## config.mk

```make
export PLATFORM = sky130hd
export DESIGN_NAME = fifo_rd_ctrl
export DESIGN_NICKNAME = d
export VERILOG_FILES = /design/src/rtl/fifo_rd_ctrl.sv
export SDC_FILE = /design/constraint.sdc
export NUM_CORES = 1
export LEC_CHECK = 0
export CAP_MARGIN = 5
export CORE_MARGIN = 5
export CORE_UTILIZATION = 55
export CTS_CLUSTER_SIZE = 28
export DETAILED_ROUTE_END_ITERATION = 10
export DONT_BUFFER_PORTS = 1
export PLACE_DENSITY_LB_ADDON = 0.1
export SYNTH_ARGS = -nofsm -noshare
export SYNTH_HDL_FRONTEND = slang
export SYNTH_SLANG_ARGS = --single-unit
```

## constraint.sdc

```tcl
create_clock -name rd_clk -period 3.99 [get_ports rd_clk]
set_input_delay 0.798 -clock rd_clk [delete_from_list [all_inputs] [get_ports rd_clk]]
set_output_delay 0.798 -clock rd_clk [all_outputs]
set_load 0.05 [all_outputs]
```

## src/rtl/fifo_rd_ctrl.sv

```systemverilog
`timescale 1ns/1ps
// ---------------------------------------------------------------------------
// fifo_rd_ctrl
// Read-side controller of an asynchronous FIFO, running in the rd_clk domain.
// Compares the synchronized Gray write pointer with the local read pointer,
// issues reads to a dual-port memory with 1-cycle read latency, and presents
// the data through a 2-entry valid/ready buffer at up to one word per cycle.
// The registered Gray read pointer is exported to the write-domain synchronizer.
//
// Ports
//   rd_clk        read-domain clock
//   rst           synchronous active-low reset
//   sync_wr_ptr   Gray write pointer, already synchronized to rd_clk
//   mem_rd_en     memory read strobe (combinational)
//   mem_rd_addr   memory read address (low bits of the binary read pointer)
//   mem_rd_data   memory data, valid one cycle after mem_rd_en
//   rd_valid      output word valid
//   rd_ready      consumer accepts the word
//   rd_data       output word (oldest buffered entry)
//   gr_rd_ptr     registered Gray read pointer, to the write domain
//   empty         nothing in memory, in flight or buffered
//   almost_empty  rd_count <= AEMPTY_TH
//   rd_count      words available to the consumer
// ---------------------------------------------------------------------------
module fifo_rd_ctrl #(
  parameter int ADDR      = 4,
  parameter int DATA_W    = 8,
  parameter int AEMPTY_TH = 2
) (
  input  logic              rd_clk,
  input  logic              rst,
  input  logic [ADDR:0]     sync_wr_ptr,
  output logic              mem_rd_en,
  output logic [ADDR-1:0]   mem_rd_addr,
  input  logic [DATA_W-1:0] mem_rd_data,
  output logic              rd_valid,
  input  logic              rd_ready,
  output logic [DATA_W-1:0] rd_data,
  output logic [ADDR:0]     gr_rd_ptr,
  output logic              empty,
  output logic              almost_empty,
  output logic [ADDR+1:0]   rd_count
);

  localparam logic [ADDR:0]   PTR_ONE = (ADDR+1)'(1);
  localparam logic [ADDR+1:0] AE_CNT  = (ADDR+2)'(AEMPTY_TH);

  // Buffer occupancy doubles as the state encoding, so buf_cnt is the state.
  typedef enum logic [1:0] {
    BUF_EMPTY = 2'd0,
    BUF_ONE   = 2'd1,
    BUF_TWO   = 2'd2
  } buf_state_t;

  buf_state_t        buf_state_reg, buf_state_next;
  logic [ADDR:0]     rd_ptr_reg, rd_ptr_next;
  logic [ADDR:0]     gr_rd_ptr_reg, gr_rd_ptr_next;
  logic              inflight_reg, inflight_next;
  logic [DATA_W-1:0] head_reg, head_next;
  logic [DATA_W-1:0] tail_reg, tail_next;

  logic [ADDR:0]     wr_bin;
  logic [ADDR:0]     rd_ptr_inc;
  logic [ADDR:0]     mem_diff;
  logic [1:0]        buf_cnt;
  logic              mem_empty;
  logic              pop;
  logic              ret;
  logic              room;
  logic              issue;

  // Gray to binary: each binary bit is the XOR of all Gray bits at or above it.
  generate
    for (genvar gi = 0; gi <= ADDR; gi++) begin : g_gray2bin
      assign wr_bin[gi] = ^sync_wr_ptr[ADDR:gi];
    end
  endgenerate

  assign buf_cnt    = buf_state_reg;
  assign mem_empty  = (wr_bin == rd_ptr_reg);
  assign pop        = rd_valid & rd_ready;
  assign ret        = inflight_reg;
  assign rd_ptr_inc = rd_ptr_reg + PTR_ONE;

  // Free buffer slots once the in-flight word lands; a pop this cycle frees
  // one more, which is what sustains one word per cycle.
  assign room  = (buf_state_reg == BUF_EMPTY) |
                 ((buf_state_reg == BUF_ONE) & ~inflight_reg);
  // Gating with rst keeps the memory quiet while reset is held.
  assign issue = rst & ~mem_empty & (room | pop);

  always_comb begin
    rd_ptr_next    = rd_ptr_reg;
    gr_rd_ptr_next = gr_rd_ptr_reg;
    inflight_next  = issue;
    buf_state_next = buf_state_reg;
    head_next      = head_reg;
    tail_next      = tail_reg;

    if (issue) begin
      rd_ptr_next    = rd_ptr_inc;
      gr_rd_ptr_next = rd_ptr_inc ^ (rd_ptr_inc >> 1);
    end

    case (buf_state_reg)
      BUF_EMPTY: begin
        if (ret) begin
          head_next      = mem_rd_data;
          buf_state_next = BUF_ONE;
        end
      end
      BUF_ONE: begin
        if (ret & pop) begin
          head_next = mem_rd_data;
        end else if (ret) begin
          tail_next      = mem_rd_data;
          buf_state_next = BUF_TWO;
        end else if (pop) begin
          buf_state_next = BUF_EMPTY;
        end
      end
      BUF_TWO: begin
        // A return while full is only possible together with a pop.
        if (pop) begin
          head_next = tail_reg;
          if (ret) begin
            tail_next = mem_rd_data;
          end else begin
            buf_state_next = BUF_ONE;
          end
        end
      end
      default: buf_state_next = BUF_EMPTY;
    endcase
  end

  always_ff @(posedge rd_clk) begin
    if (!rst) begin
      buf_state_reg <= BUF_EMPTY;
      rd_ptr_reg    <= '0;
      gr_rd_ptr_reg <= '0;
      inflight_reg  <= 1'b0;
      head_reg      <= '0;
      tail_reg      <= '0;
    end else begin
      buf_state_reg <= buf_state_next;
      rd_ptr_reg    <= rd_ptr_next;
      gr_rd_ptr_reg <= gr_rd_ptr_next;
      inflight_reg  <= inflight_next;
      head_reg      <= head_next;
      tail_reg      <= tail_next;
    end
  end

  assign mem_rd_en    = issue;
  assign mem_rd_addr  = rd_ptr_reg[ADDR-1:0];
  assign rd_valid     = (buf_state_reg != BUF_EMPTY);
  assign rd_data      = head_reg;
  assign gr_rd_ptr    = gr_rd_ptr_reg;
  assign mem_diff     = wr_bin - rd_ptr_reg;
  assign rd_count     = {1'b0, mem_diff} + {{ADDR{1'b0}}, buf_cnt} +
                        {{(ADDR+1){1'b0}}, inflight_reg};
  assign empty        = mem_empty & (buf_state_reg == BUF_EMPTY) & ~inflight_reg;
  assign almost_empty = (rd_count <= AE_CNT);

endmodule

```

## Word-level counts from Yosys, hierarchy flattened

Index checks and enable logic that the tools add are counted.

| operators by class | value |
|---|---|
| add/subtract/negate cells | 4 |
| magnitude comparators | 1 |
| equality and inequality tests | 9 |
| muxes and demuxes | 15 |
| bitwise operators | 12 |
| reduce and logical (&&, ||, !) cells | 11 |

Operator list:

| operator | count |
|---|---|
| 8-bit two-way mux | 6 |
| 8-bit one-hot mux with 3 select lines | 1 |
| 8-bit one-hot mux with 2 select lines | 1 |
| 2-bit two-way mux | 6 |
| 2-bit inequality test (second input constant) | 4 |
| 1-bit bitwise AND | 7 |
| 5-bit by 2-bit adder with 6-bit output | 1 |
| 6-bit by 1-bit adder with 6-bit output | 1 |
| 6-bit by 2-bit <= comparator with 1-bit output (second input constant) | 1 |
| 2-bit one-hot mux with 3 select lines | 1 |
| 5-bit by 1-bit adder with 5-bit output (second input constant) | 1 |
| 5-bit equality test | 1 |
| 5-bit AND reduction | 1 |
| 5-bit parity | 1 |
| 5-bit subtractor | 1 |
| 5-bit by 4-bit XOR with 5-bit output | 1 |
| 4-bit AND reduction | 1 |
| 2-bit nonzero test | 2 |
| 4-bit parity | 1 |
| 3-bit inequality test (second input constant) | 1 |
| 3-bit AND reduction | 1 |
| 3-bit nonzero test | 1 |
| 3-bit parity | 1 |
| 2-bit by 1-bit equality test with 1-bit output (second input constant) | 1 |
| other kinds (6) | 8 |

| word-level totals | value |
|---|---|
| bits in registers | 29 |
| input port bits | 16 |

## Depth between registers and ports, before layout

| depth | value |
|---|---|
| depth in word-level cells | 6 |
| mapped depth | 12 |

## Worst setup path before layout

OpenSTA, ideal clock, no wires.

| timing | value |
|---|---|
| path kind | input-to-output |
| start | in sync_wr_ptr[4] |
| end | out almost_empty |
| arrival time | 4.043 ns |
| data required time | 3.192 ns |
| path slack | -0.851 ns |
| stages on the path | 9 |
| buffers on the path | 0 |
| cell sequence | xor2_2 > xor2_2 > xnor2_2 > xor2_1 > ha_1 > fa_1 > inv_1 > fa_1 > a2111oi_2 |

| between the ends | value |
|---|---|
| longest elaborated chain between the ends | 5 |
| elaborated cells between the ends (all ways) | 8 |

RTL lines:

| element | RTL line | RTL |
|---|---|---|
| from (decl) | 32 | `input logic [ADDR:0] sync_wr_ptr,` |
| 5-bit parity / 4-bit parity (equally long branches) | 75 | `assign wr_bin[gi] = ^sync_wr_ptr[ADDR:gi];` |
| 5-bit subtractor * | 160 | `assign mem_diff = wr_bin - rd_ptr_reg;` |
| 5-bit by 2-bit adder with 6-bit output * | 161 | `assign rd_count = {1'b0, mem_diff} + {{ADDR{1'b0}}, buf_cnt} +` |
| 6-bit by 1-bit adder with 6-bit output * | 161 |  |
| net rd_count[1] | 42 | `output logic [ADDR+1:0] rd_count` |
| 6-bit by 2-bit <= comparator with 1-bit output * | 164 | `assign almost_empty = (rd_count <= AE_CNT);` |
| to (decl) | 41 | `output logic almost_empty,` |

Mark *: on every way through the listed nets, which the timed path passes. The rest lies on a longest branch.

## Worst setup path after layout

| timing | value |
|---|---|
| start | in sync_wr_ptr[4] |
| end | out almost_empty |

| between the ends | value |
|---|---|
| longest elaborated chain between the ends | 5 |
| elaborated cells between the ends (all ways) | 8 |

RTL lines:

| element | RTL line |
|---|---|
| 5-bit parity, or another cell as far along | 75 |
| 5-bit subtractor * | 160 |
| 5-bit by 2-bit adder with 6-bit output * | 161 |
| 6-bit by 1-bit adder with 6-bit output * | 161 |
| 6-bit by 2-bit <= comparator with 1-bit output * | 164 |

Mark *: on every way between the ends. The rest lies on a longest branch, timed or not.

==> run_results.csv <==
group,metric,value,unit
place,placed_cell_area,0.00189,mm^2
cells_and_area,layout_common_cells,"nor2_1, dfxtp_1, mux2i_1, buf_4",
cells_and_area,nNetsFinal,223,
global_routing,grt_overflow,0,
clocking,clock_path_buffers,2,
cells_and_area,stdcell_area,0.00203,mm^2
clocking,cts_tree,"built",
floorplan,die-area,0.00421,mm^2
worst_setup_path,crit_required,3190,ps
worst_setup_path,crit_arrival,3340,ps
hold_path,min_path_cells,2,
pwr,p_per_area,692,mW/mm^2
place,dp_slack,-227,ps
routing,drt-pass1-iter-count,4,
clocking,cts-htree-levels,1,
logic_synthesis,async_reset_ff_share,0,%
routing,drt_iter0_drc,60,
worst_setup_path,cp.buffers_inverters,2,
logic_synthesis,syn-cell-area,0.00166,mm^2
cells_and_area,drive_above_1_share,26.9,%
sta,worst_slew_pin_slew,677,ps
logic_synthesis,syn_nets,205,
pwr,p_seq_share,29.5,%
routing,drcViolationCount,0,
global_routing,grt_most_used_layer,"met2",
pwr,pwr-share-comb,57.4,%
floorplan,die_x,64.9,um
clocking,clk_pin_slew,150,ps
sta,setup_slack,-152,ps
sta,max_clock_freq,241,MHz
place,io_buffers,0,
cells_and_area,final_common_cell,"nor2_1",
logic_synthesis,syn_inst,180,
worst_setup_path,timing.rr.end,"rd_ptr_reg[3]$_SDFFE_PN0P_",
global_routing,grt_usage,16.8,%
routing,viasPerCell,5.59,
run,cap_viol_max_count,0,
hold_path,hold_class,"reg -> reg",
pwr,switching_share,46.0,%
global_routing,use_met1,17.3,%
hold_path,worstHoldEndpoint,"tail_reg[0]$_SDFFE_PN0P_",
global_routing,grtUsageMet2,31.4,%
worst_setup_path,reg2reg_from,"rd_ptr_reg[3]$_SDFFE_PN0P_",
logic_synthesis,ys_seq_area_share,33.8,%
pwr,intPower,759,uW
logic_synthesis,postSynthAreaPerCell,9.21,um^2
clocking,clk_latency,320,ps
clocking,cts_buffers,3,
logic_synthesis,synth_edf_count,0,
routing,routed-via-count,1285,
global_routing,antenna_found_initial,0,
sta,max_slew_margin,54.6,%
worst_setup_path,cp-start-kind,"primary input",
place,dp_hpwl,2.67,mm
clocking,postCtsHoldBufs,0,
routing,ant_nets,0,
worst_setup_path,r2r_slack,1500,ps
routing,routed_wl,3.42,mm
worst_setup_path,max_stage_delay,420,ps
sta,setup_viol,2,
floorplan,core,0.00298,mm^2
sta,clock_skew,3.91,ps
logic_synthesis,ys_types,41,
sta,slew_violations,0,
floorplan,rows,20,
logic_synthesis,ys_warn_count,0,
clocking,root_buffer,"clkbuf_4",
logic_synthesis,ys.flop_type,"dfxtp_1",
worst_setup_path,crit_family,"adder cells",
cells_and_area,diodes,0,
sta,period_share,104,%
routing,wl_per_cell,14.9,um
outcome,violations,"negative setup slack",
global_routing,grt_pass1_wl,5.64,mm
worst_setup_path,crit_path_end_kind,"primary output",
cells_and_area,syn_to_final_growth,22.7,%
floorplan,start_util,55.7,%
place,placed_cells,223,
sta,hold_viol,0,
cells_and_area,instances_no_fill,230,
worst_setup_path,crit_type,"in -> out",
sta,finalCriticalPeriod,4140,ps
sta,rsz0062_at_grt,"true",
outcome,status,"complete, but fails checks",
logic_synthesis,ys_seq_elements,28,
worst_setup_path,crit_fanout,2,
pwr,peakVddDrop,0.319,mV
place,globalplace.congestion,0.767,
global_routing,grt_pass1_vias,1271,
global_routing,met3_usage,5.89,%
clocking,cts_sinks,28,
floorplan,die_y,64.9,um
worst_setup_path,crit_path_cell_trace,"xor2_4 > xor2_2 > xnor2_2 > xor2_1 > ha_2 > fa_1 > inv_2 > ha_1 > a21oi_2 > nand3_1 > o21a_1 > a2111oi_4 > buf_12",
floorplan,pin_count,43,
pwr,switchingPower,648,uW
worst_setup_path,slowest_stage,"fa_1",
hold_path,min_from,"tail_reg[0]$_SDFFE_PN0P_",
worst_setup_path,r2r_cells,6,
global_routing,grt_max_degree,27,
pwr,clkPwrFrac,13.1,%
pwr,p_leak,0.000930,uW
==> cell usage after synthesis (2+ instances only) <==
cell	instances	share of area [%]
a211oi_1	8	3.6
a21oi_1	7	2.1
and3_1	2	0.75
buf_2	3	0.91
buf_4	3	1.4
clkbuf_1	2	0.45
dfxtp_1	28	34
fa_1	3	3.6
ha_1	6	4.5
inv_1	10	2.3
mux2i_1	20	12
nand2_1	6	1.4
nand2b_1	3	1.1
nand3_1	3	0.91
nor2_1	32	7.2
nor2b_1	2	0.75
o21ai_0	2	0.60
xnor2_1	8	4.2
xor2_1	9	4.8
xor2_2	2	2.0
==> logic make-up after synthesis <==
| logic type | after synthesis | synth area share, % |
|---|---|---|
| AND/OR/NAND/NOR | 57 | 16.4 |
| XOR/XNOR | 20 | 11.9 |
| AO/OA/AOI/OAI | 27 | 12.5 |
| adder cells (fa/ha/maj) | 9 | 8.15 |
| multiplexers | 20 | 12.1 |
| flip-flops | 28 | 33.8 |
| buffers and inverters | 19 | 5.21 |
==> routing by layer <==
metal | wire [um] | vias up | part of all wire [%]
li1 | - | 643 | -
met1 | 1360 | 612 | 40
met2 | 1800 | 26 | 53
met3 | 216 | 4 | 6.3
met4 | 40 | 0 | 1.2
met5 | 0 | - | 0
==> layout make-up <==
type | instances | area (um^2)
Clock buffer | 3 | 22.5
Sequential cell | 28 | 561
Inverter | 11 | 41.3
Timing Repair Buffer | 21 | 220
Tap cell | 33 | 41.3
Clock inverter | 1 | 30.0
Fill cell | 231 | 943
Multi-Input combinational cell | 133 | 1120
==> worst reg2reg max path: stages (launching register included) <==
cell	delay, ps
dfxtp_1	760
inv_1	180
ha_1	440
and4_1	240
o2bb2ai_2	260
or3_1	400
a21oi_1	150
==> worst max-delay path by stage <==
stage / slack [ps] / start / endpoint / cells after the start
final: -150 / sync_wr_ptr[4] / almost_empty / 13
after global routing: -260 / sync_wr_ptr[4] / almost_empty / 13
after CTS: -160 / sync_wr_ptr[4] / almost_empty / 13
after detailed placement: -230 / sync_wr_ptr[4] / almost_empty / 13
after global placement: -100 / sync_wr_ptr[4] / almost_empty / 13
after floorplan: -420 / sync_wr_ptr[4] / almost_empty / 9
==> through the flow <==
| step | setup TNS (ps) | power (uW) | hold WS [ps] | util (%) |
|---|---|---|---|---|
| final | -221 | 1410 | 511 | 68.3 |
| after global routing | -675 | 1490 | 545 | 68.3 |
| after CTS | -260 | 1400 | 520 | 67.4 |
| after detailed placement | -507 | 1180 | 486 | 63.5 |
| after global placement | -186 | 1160 | 474 | 63.5 |
| after floorplan | -675 | 946 | 463 | - |
==> power by group through the flow <==
stage	Sequential (uW)	Clock [uW]	Combinational (uW)
6_report	415	184	808
5_1_grt	421	205	864
4_1_cts	416	189	794
3_5_place_dp	422	0	763
3_3_place_gp	420	0	736
2_1_floorplan	439	0	507
==> timing repair <==
item / CTS / global route
gates cloned: 0 / 0
buffers inserted: 2 / 1
endpoints found under the setup margin: 4 / 5
pin swaps: 3 / 3
resized for setup: 8 / 6
(Power assumes the default switching activity.)
